--- src/rtl/miriscv_alu_arbiter.sv ---
// miriscv_alu_arbiter
// Shares one combinational miriscv ALU between two requesters. Operations
// arrive over valid/ready handshakes and are granted round-robin. The
// operator and operands are registered toward the ALU and held for
// EXEC_CYCLES cycles. The result is then captured and returned on a single
// tagged response channel.

module miriscv_alu_arbiter #(
    parameter int unsigned EXEC_CYCLES = 1
) (
    input  logic        clk_i,
    input  logic        arstn_i,

    input  logic        req0_valid_i,
    output logic        req0_ready_o,
    input  logic [4:0]  req0_op_i,
    input  logic [31:0] req0_a_i,
    input  logic [31:0] req0_b_i,

    input  logic        req1_valid_i,
    output logic        req1_ready_o,
    input  logic [4:0]  req1_op_i,
    input  logic [31:0] req1_a_i,
    input  logic [31:0] req1_b_i,

    output logic [4:0]  alu_operator_o,
    output logic [31:0] alu_operand_a_o,
    output logic [31:0] alu_operand_b_o,
    input  logic [31:0] alu_result_i,
    input  logic        alu_comparison_i,

    output logic        rsp_valid_o,
    input  logic        rsp_ready_i,
    output logic        rsp_id_o,
    output logic [31:0] rsp_result_o,
    output logic        rsp_flag_o,
    output logic        rsp_err_o
);

    typedef enum logic [1:0] {
        IDLE = 2'b00,
        EXEC = 2'b01,
        RESP = 2'b10
    } state_t;

    // Counter reload value; EXEC_CYCLES is limited to 1..15 so it fits in 4 bits.
    localparam logic [3:0] CNT_INIT = 4'(EXEC_CYCLES - 1);

    // True for the 16 operator codes the miriscv ALU implements.
    function automatic logic op_legal(input logic [4:0] op);
        logic legal;
        case (op)
            5'b00000, 5'b01000, 5'b00001, 5'b00010,
            5'b00011, 5'b00100, 5'b00101, 5'b01101,
            5'b00110, 5'b00111, 5'b11000, 5'b11001,
            5'b11100, 5'b11101, 5'b11110, 5'b11111: legal = 1'b1;
            default:                                legal = 1'b0;
        endcase
        return legal;
    endfunction

    state_t      state_r;
    logic [3:0]  cnt_r;
    logic        last_grant_r;
    logic        id_r;

    logic        grant_s;
    logic        accept_s;
    logic [4:0]  sel_op_s;
    logic [31:0] sel_a_s;
    logic [31:0] sel_b_s;

    // Round-robin grant: a lone requester wins; on contention the one not served last wins.
    always_comb begin
        grant_s = 1'b0;
        if (req0_valid_i && req1_valid_i) begin
            grant_s = ~last_grant_r;
        end else if (req1_valid_i) begin
            grant_s = 1'b1;
        end else begin
            grant_s = 1'b0;
        end
    end

    // Acceptance happens only in IDLE, so the two ready signals are mutually exclusive.
    always_comb begin
        accept_s     = (state_r == IDLE) && (req0_valid_i || req1_valid_i);
        req0_ready_o = accept_s && !grant_s && req0_valid_i;
        req1_ready_o = accept_s &&  grant_s && req1_valid_i;
    end

    // Operation mux feeding the ALU input registers.
    always_comb begin
        sel_op_s = req0_op_i;
        sel_a_s  = req0_a_i;
        sel_b_s  = req0_b_i;
        if (grant_s) begin
            sel_op_s = req1_op_i;
            sel_a_s  = req1_a_i;
            sel_b_s  = req1_b_i;
        end else begin
            sel_op_s = req0_op_i;
            sel_a_s  = req0_a_i;
            sel_b_s  = req0_b_i;
        end
    end

    // Control FSM: accept in IDLE, hold ALU inputs through EXEC, present the response in RESP.
    always_ff @(posedge clk_i or negedge arstn_i) begin
        if (!arstn_i) begin
            state_r         <= IDLE;
            cnt_r           <= 4'd0;
            last_grant_r    <= 1'b1;
            id_r            <= 1'b0;
            alu_operator_o  <= 5'b00000;
            alu_operand_a_o <= 32'd0;
            alu_operand_b_o <= 32'd0;
            rsp_valid_o     <= 1'b0;
            rsp_id_o        <= 1'b0;
            rsp_result_o    <= 32'd0;
            rsp_flag_o      <= 1'b0;
            rsp_err_o       <= 1'b0;
        end else begin
            case (state_r)
                IDLE: begin
                    if (accept_s) begin
                        alu_operator_o  <= sel_op_s;
                        alu_operand_a_o <= sel_a_s;
                        alu_operand_b_o <= sel_b_s;
                        id_r            <= grant_s;
                        last_grant_r    <= grant_s;
                        cnt_r           <= CNT_INIT;
                        state_r         <= EXEC;
                    end else begin
                        state_r <= IDLE;
                    end
                end
                EXEC: begin
                    if (cnt_r == 4'd0) begin
                        if (op_legal(alu_operator_o)) begin
                            rsp_result_o <= alu_result_i;
                            rsp_flag_o   <= alu_comparison_i;
                            rsp_err_o    <= 1'b0;
                        end else begin
                            // Illegal operators never expose whatever the ALU produced.
                            rsp_result_o <= 32'd0;
                            rsp_flag_o   <= 1'b0;
                            rsp_err_o    <= 1'b1;
                        end
                        rsp_id_o    <= id_r;
                        rsp_valid_o <= 1'b1;
                        state_r     <= RESP;
                    end else begin
                        cnt_r <= cnt_r - 4'd1;
                    end
                end
                RESP: begin
                    // The handshake cycle only retires the response; IDLE accepts on the next one.
                    if (rsp_ready_i) begin
                        rsp_valid_o <= 1'b0;
                        state_r     <= IDLE;
                    end else begin
                        state_r <= RESP;
                    end
                end
                default: begin
                    rsp_valid_o <= 1'b0;
                    state_r     <= IDLE;
                end
            endcase
        end
    end

endmodule

--- config.mk ---
export PLATFORM = sky130hd
export DESIGN_NAME = miriscv_alu_arbiter
export DESIGN_NICKNAME = d
export VERILOG_FILES = /design/src/rtl/miriscv_alu_arbiter.sv
export SDC_FILE = /design/constraint.sdc
export NUM_CORES = 1
export LEC_CHECK = 0
export CAP_MARGIN = 15
export CORE_ASPECT_RATIO = 0.5
export CORE_UTILIZATION = 30
export DETAILED_ROUTE_END_ITERATION = 8
export PLACE_DENSITY = 0.73
export SYNTH_ARGS = -nofsm -noshare
export SYNTH_HDL_FRONTEND = slang
export SYNTH_SLANG_ARGS = --single-unit
--- constraint.sdc ---
create_clock -name clk_i -period 2.3 [get_ports clk_i]
set_input_delay 0.46 -clock clk_i [delete_from_list [all_inputs] [get_ports clk_i]]
set_output_delay 0.46 -clock clk_i [all_outputs]
set_load 0.01 [all_outputs]
==> results.json <==
{
  "netlist_instances": 407,
  "critPathKind": "register to output pin",
  "cts_buffers": 17,
  "pin_count": 283,
  "syn_to_final_growth_pct": 71.5,
  "dp_hpwl_um": 11500,
  "rows": 33,
  "finalSetupViolations": 0,
  "drtIter0Drc": 314,
  "cts.sinks": 113,
  "maxSlewHeadroom_pct": 45.9,
  "synth_area_um2": 5030,
  "coreArea_um2": 16400,
  "synthTopCellsByArea": "dfrtp_1 (56%), a221o_1 (14%), a21boi_0 (10%)",
  "drive_gt1_share_pct": 8.28,
  "synth_most_common_cell": "dfrtp_1",
  "critPathCaptureType": "output pin",
  "cts_tree": "done",
  "htreeDepth": 4,
  "clkLatencyLatePin_ns": 0.41,
  "grt_max_degree": 72,
  "grt.overflow.total": 0,
  "diodes": 0,
  "synth_largest_area_cell": "dfrtp_1",
  "vias_per_cell": 5.03,
  "totalWireLength_um": 16600,
  "crit_required_ns": 1.84,
  "cts-root-buf": "clkbuf_16",
  "start_util_pct": 30.7,
  "hold_class": "input port to async pin",
  "powerDensity_nw_per_um2": 1310,
  "ys_types": 33,
  "synth.yosys.warnings": 0,
  "fmax_mhz": 454,
  "drc": 0,
  "port_buffers": 282,
  "hold_viol_final": 0,
  "wl_per_cell_um": 18.2,
  "rsz0062_at_grt": "no",
  "dieHeight_um": 93.6,
  "synth_seq_cells": 113,
  "tns_ns": 0,
  "drtAntennaViolNets": 0,
  "p_leak_uw": 0.00348,
  "fillers": 1459,
  "outcome": "finished clean",
  "die_area_um2": 17300,
  "grtUsageTotal_pct": 19.4,
  "ir_drop_v": 0.000641,
  "cts_hold_buffers": 0,
  "synth_nets": 584,
  "holdWs_ns": 0.0162,
  "first_pass_iters": 4,
  "fin_skew_ns": 0.0155,
  "ys_seq_area_share_pct": 56.2,
  "slew_viol_final": 0,
  "clockBufferDepth": 2,
  "die_w_um": 185,
  "fin_crit_sh_pct": 95.7,
  "synthArstFlopShare_pct": 100,
  "post-synth-top-area-fraction_pct": 55.7,
  "drv_cap": 0,
  "nets": 852,
  "antenna_found_initial": 0,
  "yosys-top-cells-count": "dfrtp_1 (112), a21boi_0 (70), a221o_1 (70)",
  "gp_congestion": 0.792,
  "synth_ff_type": "dfrtp_1",
  "grt_pass1_vias": 4641,
  "tightest_slew_ns": 0.811,
  "synth_edf_count": 0,
  "routed-via-count": 4603,
  "path_clk_slew_ns": 0.06,
  "worstPathArrival_ns": 1.74,
  "timing.final.crit_period_ns": 2.20,
  "cp_max_fo": 6,
  "synth_area_per_cell_um2": 12.4,
  "grt_pass1_wl_um": 25600,
  "startpoint_type": "register"
}
[path summary, 6_finish.rpt]
path,start,endpoint,slack [ns],depth (start not counted)
worst max-delay path,state_r[1]$_DFFE_PN0P_,req1_ready_o,0.1,3
worst min-delay path,arstn_i,rsp_result_o[18]$_DFFE_PN0P_,0.02,1
worst max register to register,cnt_r[0]$_DFFE_PN0P_,rsp_err_o$_DFFE_PN0P_,0.33,5
worst min register to register,rsp_result_o[30]$_DFFE_PN0P_,rsp_result_o[30]$_DFFE_PN0P_,0.48,1
max in group asynchronous,arstn_i,rsp_result_o[0]$_DFFE_PN0P_,1.53,2
min in group clk_i,rsp_result_o[30]$_DFFE_PN0P_,rsp_result_o[30]$_DFFE_PN0P_,0.48,1
[placed cells by master, fill, tap and decap left out, types with 2 or more instances in the layout]
cell,count
clkdlybuf4s50_1,280
dfrtp_1,112
a21boi_0,70
a221o_1,70
nand3_1,36
o2bb2ai_1,33
clkbuf_16,17
buf_4,11
nand2_1,5
clkinv_4,5
o21ai_0,4
nor2_1,3
inv_6,3
clkinvlp_4,3
buf_12,3
inv_1,2
nand2b_1,2
and3_2,2
or2_2,2
nor2b_1,2
mux2i_1,2
mux2_2,2
a21o_1,2
bufinv_16,2
[registers in the layout, indices dropped and copies added (netlist names), 2 cells and up]
| signal | flops |
|---|---|
| cnt_r | 4 |
| state_r | 2 |
| rsp_result_o | 32 |
| alu_operator_o | 5 |
| alu_operand_a_o | 32 |
| alu_operand_b_o | 32 |
[cell families after synthesis]
family                     synth area share (%)
AOI/OAI and AO/OA                          31.4
xor gates and xnor gates                  0.174
adders and majority gates                 0.249
buffers and inverters                      5.22
DFF                                        56.2
muxes                                     0.846
and+or+nand+nor                            5.85
[metrics by stage]
stage | total power (µW) | utilization (%) | std cells | area (µm²) | worst slack [ns]
2_1_floorplan | 6140 | - | 407 | 5030 | 0.586
3_3_place_gp | 8670 | 49.0 | 883 | 8030 | 0.0927
3_5_place_dp | 8780 | 49.0 | 883 | 8030 | 0.0744
4_1_cts | 11500 | 52.6 | 915 | 8620 | 0.0782
5_1_grt | 12000 | 52.6 | 915 | 8620 | 0.0312
6_report | 11300 | 52.6 | 915 | 8620 | 0.0983
[cell type report]
type                       instances  area, µm²  area share [%]
sequential                       113       2830            32.8
clock buffer                      18        439            5.09
clock inverter                    14        158            1.83
multi-input combinational        246       1950            22.6
tap                              227        284            3.29
timing repair buffer             295       2950            34.3
inverter                           2       7.51          0.0870
[layer usage]
metal  global-route usage (%)  vias up  wire (µm)
li1                         -     2143          -
met1                     23.9     2283       7080
met2                     32.6      148       8490
met3                     4.52       29        697
met4                     8.40        0        358
met5                        0        -          0
[power breakdown]
part	total (µW)	switching, µW	internal, µW	leakage [µW]
Clock	2620	980	1640	0.000283
Sequential	3430	529	2900	0.00142
Combinational	5290	2370	2910	0.00177
Total	11300	3880	7450	0.00348
[worst max-delay path, cell delays in order, from the launching register on]
cell and delay, ns:
dfrtp_1 0.46, nor2_4 0.16, and3_2 0.19, clkdlybuf4s50_1 0.53
[what timing repair did]
action / in CTS / in global routing
setup endpoints to repair: 1 / 0
resized for setup: 1 / 0
buffers inserted: 0 / 0
(Power assumes the default switching activity.)
